--- src/rtl/rom_boot_loader_pkg.sv ---
// Shared types and widths for the instruction-ROM boot loader: frame field widths
// and loader state encodings.
package rom_boot_loader_pkg;

    localparam int unsigned COUNT_WIDTH      = 16;
    localparam int unsigned COUNT_EXT_WIDTH  = COUNT_WIDTH + 1;
    localparam int unsigned BYTE_WIDTH       = 8;
    localparam int unsigned WORD_WIDTH       = 32;
    localparam int unsigned BYTES_PER_WORD   = WORD_WIDTH / BYTE_WIDTH;
    localparam int unsigned BYTE_INDEX_WIDTH = 2;

    typedef enum logic [2:0] {
        ST_HEADER_HIGH = 3'd0,
        ST_HEADER_LOW  = 3'd1,
        ST_DATA        = 3'd2,
        ST_CHECK       = 3'd3,
        ST_DONE        = 3'd4,
        ST_ERROR       = 3'd5
    } loader_state_e;

    // Stream bytes are only taken while the frame is still being parsed.
    function automatic logic accepts_bytes(input loader_state_e state);
        return (state == ST_HEADER_HIGH) || (state == ST_HEADER_LOW) ||
               (state == ST_DATA)        || (state == ST_CHECK);
    endfunction

endpackage

--- src/rtl/rom_boot_loader_if.sv ---
// Byte-stream input, ROM write port and CPU control bundle of the boot loader.
interface rom_boot_loader_if
    import rom_boot_loader_pkg::*;
#(
    parameter int unsigned ADDRESS_WIDTH = 10
);
    logic                     in_valid;
    logic [BYTE_WIDTH-1:0]    in_data;
    logic                     in_ready;
    logic                     rom_write_enable;
    logic [ADDRESS_WIDTH-1:0] rom_write_address;
    logic [WORD_WIDTH-1:0]    rom_write_data;
    logic                     cpu_reset;
    logic                     done;
    logic                     error;

    modport master (
        output in_valid, in_data,
        input  in_ready, rom_write_enable, rom_write_address, rom_write_data,
               cpu_reset, done, error
    );

    modport slave (
        input  in_valid, in_data,
        output in_ready, rom_write_enable, rom_write_address, rom_write_data,
               cpu_reset, done, error
    );
endinterface

--- src/rtl/rom_boot_loader_byte_word_packer.sv ---
// Assembles big-endian 32-bit words from accepted bytes; flags the fourth byte of each word.
module rom_boot_loader_byte_word_packer
    import rom_boot_loader_pkg::*;
(
    input  logic                  clock,
    input  logic                  reset,
    input  logic                  byte_valid,
    input  logic [BYTE_WIDTH-1:0] byte_data,
    output logic                  word_ready_c,
    output logic [WORD_WIDTH-1:0] word_c
);
    localparam int unsigned SHIFT_WIDTH = WORD_WIDTH - BYTE_WIDTH;
    localparam logic [BYTE_INDEX_WIDTH-1:0] LAST_INDEX = BYTE_INDEX_WIDTH'(BYTES_PER_WORD - 1);

    logic [SHIFT_WIDTH-1:0]      shift_q, shift_d;
    logic [BYTE_INDEX_WIDTH-1:0] byte_idx_q, byte_idx_d;

    always_comb begin
        shift_d    = shift_q;
        byte_idx_d = byte_idx_q;
        if (byte_valid) begin
            shift_d    = {shift_q[SHIFT_WIDTH-BYTE_WIDTH-1:0], byte_data};
            byte_idx_d = byte_idx_q + BYTE_INDEX_WIDTH'(1);
        end
    end

    always_ff @(posedge clock) begin
        if (reset) begin
            shift_q    <= '0;
            byte_idx_q <= '0;
        end else begin
            shift_q    <= shift_d;
            byte_idx_q <= byte_idx_d;
        end
    end

    // The word is complete combinationally with the incoming fourth byte.
    assign word_ready_c = byte_valid && (byte_idx_q == LAST_INDEX);
    assign word_c       = {shift_q, byte_data};

endmodule

--- src/rtl/rom_boot_loader.sv ---
// Boot loader: parses COUNT/payload/CHECK frames, writes instruction words into ROM from
// word 0 and releases CPU reset only once the whole image checksum matches.
module rom_boot_loader
    import rom_boot_loader_pkg::*;
#(
    parameter int unsigned ADDRESS_WIDTH = 10
)(
    input  logic              clock,
    input  logic              reset,
    rom_boot_loader_if.slave  bus
);
    localparam int unsigned WORD_COUNT_WIDTH = ADDRESS_WIDTH + 1;
    localparam int unsigned COUNT_HI_WIDTH   = COUNT_WIDTH - BYTE_WIDTH;
    localparam logic [COUNT_EXT_WIDTH-1:0] DEPTH = COUNT_EXT_WIDTH'(1) << ADDRESS_WIDTH;

    loader_state_e               state_q, state_d;
    logic [COUNT_HI_WIDTH-1:0]   count_hi_q, count_hi_d;
    logic [COUNT_WIDTH-1:0]      count_q, count_d;
    logic [WORD_COUNT_WIDTH-1:0] word_cnt_q, word_cnt_d;
    logic [BYTE_WIDTH-1:0]       checksum_q, checksum_d;
    logic                        we_q, we_d;
    logic [ADDRESS_WIDTH-1:0]    addr_q, addr_d;
    logic [WORD_WIDTH-1:0]       data_q, data_d;
    logic                        cpu_reset_q, cpu_reset_d;
    logic                        done_q, done_d;
    logic                        error_q, error_d;

    logic                        in_ready_c;
    logic                        transfer_c;
    logic                        word_ready_c;
    logic [WORD_WIDTH-1:0]       word_c;
    logic [COUNT_WIDTH-1:0]      header_count_c;
    logic                        last_word_c;

    assign in_ready_c     = !reset && accepts_bytes(state_q);
    assign transfer_c     = bus.in_valid && in_ready_c;
    assign header_count_c = {count_hi_q, bus.in_data};
    assign last_word_c    = (COUNT_WIDTH'(word_cnt_q) == (count_q - COUNT_WIDTH'(1)));

    rom_boot_loader_byte_word_packer u_packer (
        .clock        (clock),
        .reset        (reset),
        .byte_valid   (transfer_c && (state_q == ST_DATA)),
        .byte_data    (bus.in_data),
        .word_ready_c (word_ready_c),
        .word_c       (word_c)
    );

    always_ff @(posedge clock) begin
        if (reset) state_q <= ST_HEADER_HIGH;
        else       state_q <= state_d;
    end

    always_comb begin
        state_d = state_q;
        unique case (state_q)
            ST_HEADER_HIGH: if (transfer_c) state_d = ST_HEADER_LOW;
            ST_HEADER_LOW: begin
                if (transfer_c) begin
                    if ((header_count_c == '0) || ({1'b0, header_count_c} > DEPTH))
                        state_d = ST_ERROR;
                    else
                        state_d = ST_DATA;
                end
            end
            ST_DATA:  if (word_ready_c && last_word_c) state_d = ST_CHECK;
            ST_CHECK: begin
                if (transfer_c)
                    state_d = (bus.in_data == checksum_q) ? ST_DONE : ST_ERROR;
            end
            default: state_d = state_q;
        endcase
    end

    // Datapath and registered outputs; status flags follow the state being entered.
    always_comb begin
        count_hi_d  = count_hi_q;
        count_d     = count_q;
        word_cnt_d  = word_cnt_q;
        checksum_d  = checksum_q;
        we_d        = word_ready_c;
        addr_d      = addr_q;
        data_d      = data_q;
        if (transfer_c && (state_q == ST_HEADER_HIGH)) count_hi_d = bus.in_data;
        if (transfer_c && (state_q == ST_HEADER_LOW))  count_d    = header_count_c;
        if (transfer_c && (state_q == ST_DATA))        checksum_d = checksum_q ^ bus.in_data;
        if (word_ready_c) begin
            addr_d     = word_cnt_q[ADDRESS_WIDTH-1:0];
            data_d     = word_c;
            word_cnt_d = word_cnt_q + WORD_COUNT_WIDTH'(1);
        end
        done_d      = (state_d == ST_DONE);
        error_d     = (state_d == ST_ERROR);
        cpu_reset_d = (state_d != ST_DONE);
    end

    always_ff @(posedge clock) begin
        if (reset) begin
            count_hi_q  <= '0;
            count_q     <= '0;
            word_cnt_q  <= '0;
            checksum_q  <= '0;
            we_q        <= 1'b0;
            addr_q      <= '0;
            data_q      <= '0;
            cpu_reset_q <= 1'b1;
            done_q      <= 1'b0;
            error_q     <= 1'b0;
        end else begin
            count_hi_q  <= count_hi_d;
            count_q     <= count_d;
            word_cnt_q  <= word_cnt_d;
            checksum_q  <= checksum_d;
            we_q        <= we_d;
            addr_q      <= addr_d;
            data_q      <= data_d;
            cpu_reset_q <= cpu_reset_d;
            done_q      <= done_d;
            error_q     <= error_d;
        end
    end

    assign bus.in_ready          = in_ready_c;
    assign bus.rom_write_enable  = we_q;
    assign bus.rom_write_address = addr_q;
    assign bus.rom_write_data    = data_q;
    assign bus.cpu_reset         = cpu_reset_q;
    assign bus.done              = done_q;
    assign bus.error             = error_q;

endmodule

--- src/flat_wrapper.sv ---
// flat-port wrapper written by rule: the top's interface ports become plain ports
module rom_boot_loader_flat import rom_boot_loader_pkg::*;
#(
    parameter int unsigned ADDRESS_WIDTH = 10
)
  (clock, reset, bus_in_valid, bus_in_data, bus_in_ready, bus_rom_write_enable, bus_rom_write_address, bus_rom_write_data, bus_cpu_reset, bus_done, bus_error);
  rom_boot_loader_if #(.ADDRESS_WIDTH(ADDRESS_WIDTH)) bus_i ();
  input  logic clock;
  input  logic reset;
  input wire logic [$bits(bus_i.in_valid)-1:0] bus_in_valid;
  input wire logic [$bits(bus_i.in_data)-1:0] bus_in_data;
  output wire logic [$bits(bus_i.in_ready)-1:0] bus_in_ready;
  output wire logic [$bits(bus_i.rom_write_enable)-1:0] bus_rom_write_enable;
  output wire logic [$bits(bus_i.rom_write_address)-1:0] bus_rom_write_address;
  output wire logic [$bits(bus_i.rom_write_data)-1:0] bus_rom_write_data;
  output wire logic [$bits(bus_i.cpu_reset)-1:0] bus_cpu_reset;
  output wire logic [$bits(bus_i.done)-1:0] bus_done;
  output wire logic [$bits(bus_i.error)-1:0] bus_error;
  assign bus_i.in_valid = bus_in_valid;
  assign bus_i.in_data = bus_in_data;
  assign bus_in_ready = bus_i.in_ready;
  assign bus_rom_write_enable = bus_i.rom_write_enable;
  assign bus_rom_write_address = bus_i.rom_write_address;
  assign bus_rom_write_data = bus_i.rom_write_data;
  assign bus_cpu_reset = bus_i.cpu_reset;
  assign bus_done = bus_i.done;
  assign bus_error = bus_i.error;
  rom_boot_loader #(.ADDRESS_WIDTH(ADDRESS_WIDTH)) u_core (.clock(clock), .reset(reset), .bus(bus_i));
endmodule
--- config.mk ---
export PLATFORM = sky130hd
export DESIGN_NAME = rom_boot_loader_flat
export DESIGN_NICKNAME = d
export VERILOG_FILES = /design/src/rtl/rom_boot_loader_pkg.sv /design/src/rtl/rom_boot_loader_if.sv /design/src/rtl/rom_boot_loader_byte_word_packer.sv /design/src/rtl/rom_boot_loader.sv /design/src/flat_wrapper.sv
export SDC_FILE = /design/constraint.sdc
export NUM_CORES = 1
export LEC_CHECK = 0
export ABC_AREA = 1
export CAP_MARGIN = 20
export CORE_ASPECT_RATIO = 1.75
export CORE_MARGIN = 5
export CORE_UTILIZATION = 50
export DETAILED_ROUTE_END_ITERATION = 6
export GPL_ROUTABILITY_DRIVEN = 0
export MAX_ROUTING_LAYER = met4
export PLACE_DENSITY = 0.72
export SLEW_MARGIN = 25
export SYNTH_ARGS = -nofsm -noshare
export SYNTH_HDL_FRONTEND = slang
export SYNTH_SLANG_ARGS = --single-unit
export TNS_END_PERCENT = 10
--- constraint.sdc ---
create_clock -name clock -period 3.1 [get_ports clock]
set_clock_uncertainty 0.1 [all_clocks]
set_input_delay 0.31 -clock clock [delete_from_list [all_inputs] [get_ports clock]]
set_output_delay 0.31 -clock clock [all_outputs]
set_load 0.02 [all_outputs]
==> After elaboration in Yosys (flattened, before gate mapping) <==
Index checks and enable logic that the tools add are counted.
{ "word_totals": {"inputBits": 11, "regBits": 118, "elab_cells": 48, "output_inout_bits": 47} }
{ "op_classes": {"bitwise_logic": 1, "eq_ne": 9, "n_mux": 7, "n_addsub": 3, "order_cmp": 1, "reduce_logical": 14} }
{ "ops": {"columns": ["cell", "count"], "rows": [
  ["11-bit by 16-bit equality test with 1-bit output", 1],
  ["16-bit by 11-bit > comparator with 1-bit output, second input constant", 1],
  ["16-bit logical NOT", 1],
  ["16-bit by 1-bit subtractor with 16-bit output, second input constant", 1],
  ["3-bit two-way mux", 5],
  ["3-bit one-hot mux with 4 select lines", 1],
  ["11-bit by 1-bit adder with 11-bit output, second input constant", 1],
  ["8-bit equality test", 1],
  ["8-bit XOR", 1],
  ["1-bit logical AND", 7],
  ["3-bit by 2-bit equality test with 1-bit output, second input constant", 2],
  ["3-bit equality test, second input constant", 2],
  ["1-bit logical OR", 4],
  ["3-bit by 1-bit equality test with 1-bit output, second input constant", 1],
  ["3-bit logical NOT", 1],
  ["3-bit != test, second input constant", 1],
  ["2-bit by 1-bit adder with 2-bit output, second input constant", 1],
  ["2-bit equality test, second input constant", 1],
  ["1-bit logical NOT", 1],
  ["1-bit two-way mux", 1]
]} }

==> Logic depth before layout (Yosys ltp) <==
Gate-level depths: netlist of run 1.
{ "depth": {"word_depth": 12, "depth_mapped": 15, "ltp_nobuf": 15} }

==> Cells and area by module <==
From an unflattened synthesis of run 1, not the netlist that was laid out.
{ "hier_totals": {"cells_unflattened": 756, "hier_area_um2": 5238.8} }
{ "modules_own_cells": {"columns": ["mod", "cells_per_inst", "area_per_inst_um2", "instances"], "rows": [
  ["rom_boot_loader", 581, 4052.6, 1],
  ["rom_boot_loader_byte_word_packer", 175, 1186.1, 1]
]} }

==> Least setup slack after synthesis of run 1 <==
No wires, ideal clock.
{ "synth_path": {"path_kind": "input to register", "start": "in reset", "end": "reg u_core.word_cnt_q[9]", "arrival_ps": 1436, "setup_ps": 117, "path_slack_ps": 1447, "stages": 11, "path_cell_list": "buf_6 -> nor2_4 -> nand2_4 -> nor2_8 -> nand2_8 -> nor2_4 -> nand2_2 -> nor2_2 -> nand3_1 -> o21ai_1 -> a21oi_1"} }
{ "synth_between": {"elab_chain_cells": 5} }
{ "synth_rtl": {"columns": ["item", "line", "text"], "rows": [
  ["from (decl)", "flat_wrapper.sv:9", "input logic reset;"],
  ["1-bit logical NOT", "rom_boot_loader.sv:35", "assign in_ready_c = !reset && accepts_bytes(state_q);"],
  ["1-bit logical AND", "rom_boot_loader.sv:35", null],
  ["net bus_in_ready", "flat_wrapper.sv:12", "output wire logic [$bits(bus_i.in_ready)-1:0] bus_in_ready;"],
  ["1-bit logical AND", "rom_boot_loader.sv:36", "assign transfer_c = bus.in_valid && in_ready_c;"],
  ["1-bit logical AND", "rom_boot_loader.sv:43", ".byte_valid (transfer_c && (state_q == ST_DATA)),"],
  ["1-bit logical AND", "rom_boot_loader_byte_word_packer.sv:38", "assign word_ready_c = byte_valid && (byte_idx_q == LAST_INDEX);"],
  ["to (signal assigned)", "rom_boot_loader.sv:112", "word_cnt_q <= word_cnt_d;"],
  ["to (decl)", "rom_boot_loader.sv:19", "logic [WORD_COUNT_WIDTH-1:0] word_cnt_q, word_cnt_d;"]
]} }
The timed path passes the listed nets, and every way through them passes these cells.
A chain may end at the register's enable or synchronous reset.

==> Worst setup path in the final report of run 1 <==
{ "layout_path": {"start": "reg u_core.state_q[2]", "end": "reg u_core.data_q[7], in the netlist u_core.bus.rom_write_data[7]"} }
{ "layout_between": {"elab_chain_cells": 8} }
{ "layout_rtl": {"columns": ["item", "line", "text"], "rows": [
  ["from (decl)", "rom_boot_loader.sv:16", "loader_state_e state_q, state_d;"],
  ["from (signal assigned)", "rom_boot_loader.sv:51", "else state_q <= state_d;"],
  ["3-bit by 1-bit equality test with 1-bit output / 3-bit logical NOT (equally long branches)", "rom_boot_loader_pkg.sv:23", "return (state == ST_HEADER_HIGH) || (state == ST_HEADER_LOW) ||"],
  ["1-bit logical OR (2 in a row)", "rom_boot_loader_pkg.sv:23", null],
  ["1-bit logical OR", "rom_boot_loader_pkg.sv:24", "(state == ST_DATA) || (state == ST_CHECK);"],
  ["1-bit logical AND", "rom_boot_loader.sv:35", null],
  ["1-bit logical AND", "rom_boot_loader.sv:36", null],
  ["1-bit logical AND *", "rom_boot_loader.sv:43", null],
  ["1-bit logical AND *", "rom_boot_loader_byte_word_packer.sv:38", null],
  ["to (signal assigned)", "rom_boot_loader.sv:116", "data_q <= data_d;"],
  ["to (decl)", "rom_boot_loader.sv:23", "logic [WORD_WIDTH-1:0] data_q, data_d;"]
]} }
Mark *: on every way between the ends. The rest lies on a longest branch, timed or not.

==> impl_results.md, run 1 <==
- WS Path Type: reg -> reg
- WP data required: 3.34 ns
- Type of origin of the critical path: register
- Most common cell after layout, fill and taps aside: dfxtp_1
- Worst-Skew Late Latency: 0.41 ns
- Antenna violations before repair: 0
- Share of layout cells above drive strength 1: 8.07%
- DP Worst Slack: 0.547 ns
- Static Leak: 2.58 nW
- Post-route worst setup slack: 0.923 ns
- Num CTS Buffers: 17
- Final Power: 4.05 mW
- Syn_nets: 683
- Drt pass-1 iters: 5
- Post-route ant nets: 0
- Cell taking the most area after synthesis: dfxtp_1
- Core Util, Final: 64.1%
- Reg2reg path depth: 8
- Pwr/cell area: 646 nW/um2
- CTS tree: done
- Final worst path period share: 70.2%
- WHS Path Cells: 2
- Synthesized flop and latch total: 118
- F_max: 0.459 GHz
- Main synth FF type: dfxtp_1
- Via count: 4481
- Via-to-Cell Ratio: 5.23
- P&R area growth vs syn: 25.9%
- CTS H-tree depth: 4
- First-pass GRT wire length: 20.5 mm
- DIE AREA: 12100 um2
- Peak VDD IR: 517 uV
- CP Max Fanout: 50
- Synthesis warning total: 0
- Global-route usage over all layers: 21.9%
- Mapped Cells: 669
- Commonest non-fill, non-tap cells in the layout: dfxtp_1 (118), nand2_1 (109), nor2_1 (94)
- Vert. Die Dim: 142 um
- Post-synthesis sequential area ratio: 47.4%
- Hold Fails Final Rpt: 0
- CP arrival: 2.41 ns
- Cell Area, Synth: 4980 um2
- Starting density of the core: 50.9%
- Post-DP Area: 5600 um2
- Num ports: 58
- Mean area per synthesized cell: 7.45 um2
- HPWL Detailed: 8.64 mm
- Final WL: 12.4 mm
- Outcome: complete, no violations
- CTS max path bufs: 2
- HP Class: reg -> reg
- Final Setup Violations: 0
- Rows: 48
- Synth area leaders: dfxtp_1 (47%), o21ai_0 (9.2%), nand2_1 (8.2%)
- Slew at the pin closest to its max-slew limit: 0.623 ns
- DR WL/cell: 14.5 um
- First DRT Iteration DRCs: 361
- Final setup TNS: 0 ns
- RSZ-0062 raised after global routing: false
- Number of global-route vias before repair: 4349
- Yosys top cell area share: 47.4%
- Max-Cap Viols: 0
- Hold buffers post-CTS: 0
- Final Max Tran Viols: 0
- Final min period: 2.18 ns
- DIE WIDTH: 85.5 um
- Number of flops mapped to enable cells by yosys: 0
- Post-Layout Inst Area: 6270 um2
- Kind of end point of the critical path: register
- Largest net degree at the start of global routing: 57
- Asr flop ratio synth: 0%
- IO Port Bufs: 57
- Nets: 732
- Resize count post-CTS: 0
- Post-CTS setup buffer count: 0
- Clk slew on worst S/H paths: 0.05 ns
- Root buffer cell: clkbuf_16
- Clock Sinks: 118
- Total grt overflow: 0
- Post-synthesis cell type count: 34
- Antenna Cells: 0
- Fillers: 820
- DRC Markers: 0
- Core area: 9790 um2
- Slew headroom: 58.4%
[Yosys cell counts (all sizes together), types with 2 or more instances]
cell,instances
xor2,6
xnor2,9
nor4,2
o21ai,94
nand2,114
nor3,8
dfxtp,118
nand4,4
a21oi,65
clkbuf,13
buf,19
nand3,31
nand3b,2
nor2,101
a211oi,8
ha,3
inv,68
[cells by family (layout without fill, tap and decap cells)]
family	count (synthesis)	after routing	share of synthesized area [%]
simple gates	263	263	23.3
buf+inv	100	162	8.21
compound gates	170	170	17.6
flops	118	118	47.4
xor+xnor	15	15	2.64
fa+ha+maj	3	3	0.754
[worst paths after layout]
kind | from | to | slack, ns
worst max-delay path | u_core.state_q[2]$_SDFF_PP0_ | u_core.bus.rom_write_data[7]$_SDFFE_PP0P_ | 0.92
worst min-delay path | u_core.bus.rom_write_data[8]$_SDFFE_PP0P_ | u_core.bus.rom_write_data[8]$_SDFFE_PP0P_ | 0.37
worst max register to register | u_core.state_q[2]$_SDFF_PP0_ | u_core.bus.rom_write_data[7]$_SDFFE_PP0P_ | 0.92
worst min register to register | u_core.bus.rom_write_data[8]$_SDFFE_PP0P_ | u_core.bus.rom_write_data[8]$_SDFFE_PP0P_ | 0.37
[power by group]
part	total [mW]	switching, mW	internal, mW
Combinational	0.285	0.186	0.0992
Clock	2.20	0.682	1.52
Sequential	1.56	0.0203	1.54
[metrics by stage]
step           instances  hold slack (ns)
2_1_floorplan        669            0.321
3_3_place_gp         824            0.339
3_5_place_dp         824            0.357
4_1_cts              856            0.374
5_1_grt              856            0.399
6_report             856            0.368
[final cells by class]
type	count	area (um2)	area share, %
Tap cell	125	156	2.49
Timing Repair Buffer	62	621	9.89
Clock inverter	14	230	3.67
Clock buffer	18	439	7.00
Multi-Input combinational cell	451	2210	35.2
Sequential cell	118	2360	37.7
Inverter	68	255	4.07
[sequential cells by signal, summed over array words and instances (netlist names)]
register                      flops
u_core.bus.rom_write_data        32
u_core.bus.rom_write_enable       1
u_core.bus.rom_write_address     10
u_core.state_q                    3
u_core.checksum_q                 8
u_core.count_hi_q                 8
u_core.bus.error                  1
u_core.count_q                   16
u_core.u_packer.shift_q          24
u_core.bus.cpu_reset              1
u_core.word_cnt_q                11
u_core.u_packer.byte_idx_q        2
u_core.bus.done                   1
[layer usage]
metal | vias up | part of all wire (%) | GRT usage (%) | routed length, um
met5 | - | 0 | - | 0
met4 | 0 | 3.8 | 10.9 | 473
met3 | 39 | 3.5 | 4.75 | 431
met2 | 104 | 53 | 38.0 | 6530
met1 | 2063 | 40 | 23.3 | 4980
li1 | 2275 | - | - | -
[critical path, stage by stage (launching register included)]
cell     delay (ns)
dfxtp_1        0.40
nor2_4         0.17
nand2_4        0.09
nor2_8         0.27
nand2_8        0.22
inv_2          0.13
buf_4          0.40
o21ai_0        0.15
a21oi_1        0.14
No activity file was read; power rests on OpenSTA's default activity.
==> inputs of run 2 (changes only) <==
clock period = 2.1 ns   (was 3.1 ns; I/O delays follow)
==> impl_results.md, run 2 (synthesis gave the netlist of run 1 again) <==
- Outcome: complete, no violations (unchanged)
- Post-route worst setup slack: 0.207 ns (was 0.923 ns)
- DR WL/cell: 14.9 um (was 14.5 um)
- Post-route ant nets: 0 (unchanged)
- Final min period: 1.89 ns
- F_max: 0.528 GHz
- HPWL Detailed: 9.15 mm (was 8.64 mm)
- Final Max Tran Viols: 0 (unchanged)
- Core area: 9790 um2 (unchanged)
- Fillers: 843 (was 820)
- Peak VDD IR: 652 uV (was 517 uV)
- Slew at the pin closest to its max-slew limit: 0.363 ns (was 0.623 ns)
- Share of layout cells above drive strength 1: 10.2% (was 8.07%)
- Final WL: 13.0 mm (was 12.4 mm)
- Final worst path period share: 90.1%
- Most common cell after layout, fill and taps aside: dfxtp_1 (unchanged)
- Antenna violations before repair: 0 (unchanged)
- Static Leak: 2.64 nW (was 2.58 nW)
- Drt pass-1 iters: 5 (unchanged)
- GRT met3 Usage: 6.32% (was 4.75%)
- Max reg flops: 32 (unchanged)
- Placed cells: 840 (was 824)
- Root buffer cell: clkbuf_16 (unchanged)
- CP arrival: 1.58 ns (was 2.41 ns)
- Kind of end point of the critical path: primary output (was register)
- First DRT Iteration DRCs: 342 (was 361)
- Num CTS Buffers: 17 (unchanged)
- DRC Markers: 0 (unchanged)
- M1 GR Usage: 23.8% (was 23.3%)
- P&R area growth vs syn: 28.1% (was 25.9%)
- Post-CTS setup buffer count: 0 (unchanged)
- Max-Cap Viols: 0 (unchanged)
- Global-route usage over all layers: 23.3% (was 21.9%)
- CTS H-tree depth: 4 (unchanged)
- Final Setup Violations: 0 (unchanged)
- Clk slew on worst S/H paths: 0.05 ns (about the same)
- DP Worst Slack: 0.0818 ns (was 0.547 ns)
- RSZ-0062 raised after global routing: false (unchanged)
- Met2 Resource Use GR: 39.8% (was 38.0%)
- IO Port Bufs: 57 (unchanged)
- Antenna Cells: 0 (unchanged)
- Largest net degree at the start of global routing: 40 (was 57)
- Top Usage Layer GRT: met2 (unchanged)
- Via-to-Cell Ratio: 5.33 (was 5.23)
- Via count: 4646 (was 4481)
- Worst-Skew Late Latency: 0.41 ns (about the same)
- WP data required: 1.79 ns (was 3.34 ns)
- WS Path Type: reg -> out (was reg -> reg)
- First-pass GRT wire length: 21.8 mm (was 20.5 mm)
- Post-Layout Inst Area: 6380 um2 (was 6270 um2)
- Hold Fails Final Rpt: 0 (unchanged)
- Final setup TNS: 0 ns (unchanged)
- CP Max Fanout: 7 (was 50)
- Num ports: 58 (unchanged)
- Nets: 748 (was 732)
- Number of global-route vias before repair: 4645 (was 4349)
- Rows: 48 (unchanged)
- DIE WIDTH: 85.5 um (unchanged)
- Slew headroom: 75.6% (was 58.4%)
- DIE AREA: 12100 um2 (unchanged)
- CTS tree: done (unchanged)
- Vert. Die Dim: 142 um (unchanged)
- Total grt overflow: 0 (unchanged)
- Starting density of the core: 50.9% (unchanged)
- CTS max path bufs: 2 (unchanged)
- Pwr/cell area: 902 nW/um2 (was 646 nW/um2)
- Post-DP Area: 5760 um2 (was 5600 um2)
- Clock Sinks: 118 (unchanged)
- Post-Layout Cell Count: 872 (was 856)
- Type of origin of the critical path: register (unchanged)
- HP Class: reg -> reg (unchanged)
- Commonest non-fill, non-tap cells in the layout: dfxtp_1 (118), nand2_1 (108), nor2_1 (94) (was dfxtp_1 (118), nand2_1 (109), nor2_1 (94))
[run 2: cell count changes in the layout (fill, tap and decap cells not counted), sizes merged]
cell      change
buf          +16
bufinv        -2
clkbuf        +1
clkinv        +1
clkinvlp      -1
inv           +1
[run 2: path summary, 6_finish.rpt]
kind | start | to | slack [ns] | cells after the start
hold reg to reg | u_core.bus.rom_write_data[12]$_SDFFE_PP0P_ | u_core.bus.rom_write_data[12]$_SDFFE_PP0P_ | 0.37 | 2
hold / removal | u_core.bus.rom_write_data[12]$_SDFFE_PP0P_ | u_core.bus.rom_write_data[12]$_SDFFE_PP0P_ | 0.37 | 2
setup / recovery | u_core.state_q[2]$_SDFF_PP0_ | bus_in_ready | 0.21 | 2
setup reg to reg | u_core.count_q[0]$_SDFFE_PP0P_ | u_core.state_q[0]$_SDFF_PP0_ | 0.25 | 15
[run 2: what timing repair did]
item,CTS,global route
setup endpoints to repair,0,4
gates resized for setup,0,3
hold buffers,0,0
[run 2: per-layer routing]
metal	vias up	wire, um
met1	2144	5000
met3	42	466
met5	-	0
met4	0	599
met2	147	6940
li1	2313	-
[run 2: layout make-up]
type                       count  area [um2]  area share, %
multi-input combinational    451        2210           34.7
inverter                      68         255           4.00
sequential                   118        2360           37.0
timing repair buffer          78         778           12.2
tap                          125         156           2.45
clock buffer                  19         433           6.79
clock inverter                13         180           2.82
[run 2: power breakdown]
| part | total [mW] | switching (mW) | internal, mW |
|---|---|---|---|
| combinational | 0.453 | 0.288 | 0.165 |
| sequential | 2.31 | 0.0296 | 2.28 |
| clock | 3.00 | 1.02 | 1.98 |
[run 2: worst max-delay path, stage by stage (launching register included)]
cell             delay (ns)
dfxtp_1                0.39
nor2_4                 0.16
clkdlybuf4s50_1        0.61
[run 2: through the flow]
stage / total power [mW] / hold WS [ns] / utilization (%)
2_1_floorplan: 2.65 / 0.221 / -
3_3_place_gp: 2.78 / 0.338 / 58.9
5_1_grt: 5.97 / 0.397 / 65.2
3_5_place_dp: 2.79 / 0.354 / 58.9
6_report: 5.76 / 0.368 / 65.2
4_1_cts: 5.78 / 0.369 / 65.1
==> inputs of run 3 (changes only) <==
CORE_ASPECT_RATIO = 1.2   (was 1.75)
CTS_CLUSTER_DIAMETER = 40   (was default)
PLACE_DENSITY = 0.69   (was 0.72)
==> impl_results.md, run 3 (synthesis gave the netlist of run 1 again) <==
- RR Endpoint: u_core.bus.error$_SDFF_PP0_ (was u_core.state_q[0]$_SDFF_PP0_)
- Worst-Skew Late Latency: 0.41 ns (about the same)
- RSZ-0062 raised after global routing: false (unchanged)
- Min-delay src: u_core.u_packer.byte_idx_q[0]$_SDFFE_PP0P_ (was u_core.bus.rom_write_data[12]$_SDFFE_PP0P_)
- Number of global-route vias before repair: 4482 (was 4645)
- DIE WIDTH: 101 um (was 85.5 um)
- Max layer used: met4 (unchanged)
- First DRT Iteration DRCs: 217 (was 342)
- Post-route worst setup slack: 0.169 ns (was 0.207 ns)
- Antenna violations before repair: 0 (unchanged)
- Most common cell after layout, fill and taps aside: dfxtp_1 (unchanged)
- Kind of end point of the critical path: register (was primary output)
- Peak VDD IR: 641 uV (was 652 uV)
- R2r setup slk: 0.17 ns (was 0.25 ns)
- Placed cells: 838 (was 840)
- Logic pwr share: 7.6% (was 7.9%)
- Total grt overflow: 0 (unchanged)
- WHS Path Cells: 1 (was 2)
- Min Hold Slack: 0.358 ns (was 0.368 ns)
- Slew headroom: 74.4% (was 75.6%)
- Largest net degree at the start of global routing: 44 (was 40)
- Core area: 9860 um2 (was 9790 um2)
- Static Leak: 2.65 nW (was 2.64 nW)
- Final Power: 5.82 mW (was 5.76 mW)
- Post-Layout Cell Count: 869 (was 872)
- Reg2reg path depth: 14 (was 15)
- Post-CTS setup buffer count: 0 (unchanged)
- Num CTS Buffers: 17 (unchanged)
- Final WL: 12.5 mm (was 13.0 mm)
- Commonest non-fill, non-tap cells in the layout: dfxtp_1 (118), nand2_1 (108), nor2_1 (93) (was dfxtp_1 (118), nand2_1 (108), nor2_1 (94))
- WHS Endpoint: u_core.u_packer.byte_idx_q[0]$_SDFFE_PP0P_ (was u_core.bus.rom_write_data[12]$_SDFFE_PP0P_)
- Nets: 745 (was 748)
- Wl on met1: 5.48 mm (was 5.00 mm)
- DIE AREA: 12100 um2 (about the same)
- Final min period: 1.93 ns (was 1.89 ns)
- Type of origin of the critical path: register (unchanged)
- Final worst path period share: 92.0% (was 90.1%)
- Drt pass-1 iters: 7 (was 5)
- Slew at the pin closest to its max-slew limit: 0.383 ns (was 0.363 ns)
- DP Worst Slack: 0.0507 ns (was 0.0818 ns)
- Hold Fails Final Rpt: 0 (unchanged)
- Final Max Tran Viols: 0 (unchanged)
- Final Setup Violations: 0 (unchanged)
- Via count: 4550 (was 4646)
- CTS H-tree depth: 4 (unchanged)
- P&R area growth vs syn: 28.0% (was 28.1%)
- CP Max Fanout: 5 (was 7)
- Global-route usage over all layers: 22.3% (was 23.3%)
- CP arrival: 2.17 ns (was 1.58 ns)
- Antenna Cells: 0 (unchanged)
- HPWL Detailed: 8.57 mm (was 9.15 mm)
- IO Port Bufs: 57 (unchanged)
- CTS tree: done (unchanged)
- Rows: 40 (was 48)
- Net Sw Power: 1.28 mW (was 1.34 mW)
- Detail Route met3 WL: 460 um (was 466 um)
- Clk slew on worst S/H paths: 0.05 ns (about the same)
- Via-to-Cell Ratio: 5.24 (was 5.33)
- Num ports: 58 (unchanged)
- Internal power: 4.53 mW (was 4.42 mW)
- First-pass GRT wire length: 21.0 mm (was 21.8 mm)
- Pwr/cell area: 912 nW/um2 (was 902 nW/um2)
- Outcome: complete, no violations (unchanged)
- Sw frac: 22.0% (was 23.2%)
- Max reg flops: 32 (unchanged)
- HP Class: reg -> reg (unchanged)
- Post-DP Area: 5740 um2 (was 5760 um2)
- Clock share of power: 52.7% (was 52.1%)
- Final setup TNS: 0 ns (unchanged)
- CTS max path bufs: 2 (unchanged)
- CP startpoint: u_core.count_q[0]$_SDFFE_PP0P_ (was u_core.state_q[2]$_SDFF_PP0_)
- Post-route ant nets: 0 (unchanged)
- Met2 Routed Length: 6.12 mm (was 6.94 mm)
- Clock Sinks: 118 (unchanged)
- WS Path Type: reg -> reg (was reg -> out)
- Starting density of the core: 50.5% (was 50.9%)
- Root buffer cell: clkbuf_16 (unchanged)
- Post-Layout Inst Area: 6380 um2 (about the same)
- DRC Markers: 0 (unchanged)
- Share of layout cells above drive strength 1: 9.83% (was 10.2%)
- F_max: 0.518 GHz (was 0.528 GHz)
- Flop pwr share: 39.7% (was 40.1%)
- Vert. Die Dim: 119 um (was 142 um)
- Core Util, Final: 64.7% (was 65.2%)
- DR WL/cell: 14.4 um (was 14.9 um)
- WP data required: 2.34 ns (was 1.79 ns)
- R2R Path Start: u_core.count_q[0]$_SDFFE_PP0P_ (unchanged)
- Max-Cap Viols: 0 (unchanged)
## run 3: worst max-delay path by stage
stage                     slack [ns]                           end  cells after the start
after floorplan                 0.48  u_core.state_q[0]$_SDFF_PP0_                     14
after global routing           0.004  u_core.state_q[0]$_SDFF_PP0_                     15
after detailed placement        0.05  u_core.state_q[0]$_SDFF_PP0_                     12
after global placement          0.06   u_core.bus.error$_SDFF_PP0_                     12
final                           0.17   u_core.bus.error$_SDFF_PP0_                     14
after CTS                        0.1   u_core.bus.error$_SDFF_PP0_                     14
## run 3: critical path, cell delays in order, from the launching register on
cell     delay (ns)
dfxtp_1        0.31
inv_2          0.10
ha_1           0.22
nand2_1        0.09
nor2_1         0.20
nand2_1        0.09
nand2_1        0.08
nand2_1        0.07
nor2_1         0.10
nand2_1        0.07
nor2_1         0.09
nand3_1        0.11
nand2_2        0.10
nand2_2        0.06
nor2_1         0.08
## run 3: per-layer routing
metal  track usage, %  vias up
met5                -        -
met2             35.4      104
li1                 -     2309
met3             4.86       35
met1             26.5     2102
met4             10.9        0
## run 3: cell type report
cell class,count,area (um2)
clock buffers,22,484
clock inverters,9,148
fillers,839,3480
inverters,68,255
multi-input cells,451,2210
flip-flops and latches,118,2360
well taps,126,158
repair buffers,75,756
## run 3: what timing repair did
action / in CTS / in global routing
endpoints found under the hold margin: 0 / 0
endpoints found under the setup margin: 0 / 4
gates resized for setup: 0 / 3
hold buffers: 0 / 0
## run 3: power groups by stage
stage | sequential (mW) | clock (mW) | combinational (mW)
after floorplan | 2.35 | 0 | 0.306
after global placement | 2.35 | 0 | 0.421
after detailed placement | 2.35 | 0 | 0.434
after CTS | 2.31 | 3.10 | 0.439
after global routing | 2.31 | 3.22 | 0.506
final | 2.31 | 3.06 | 0.443
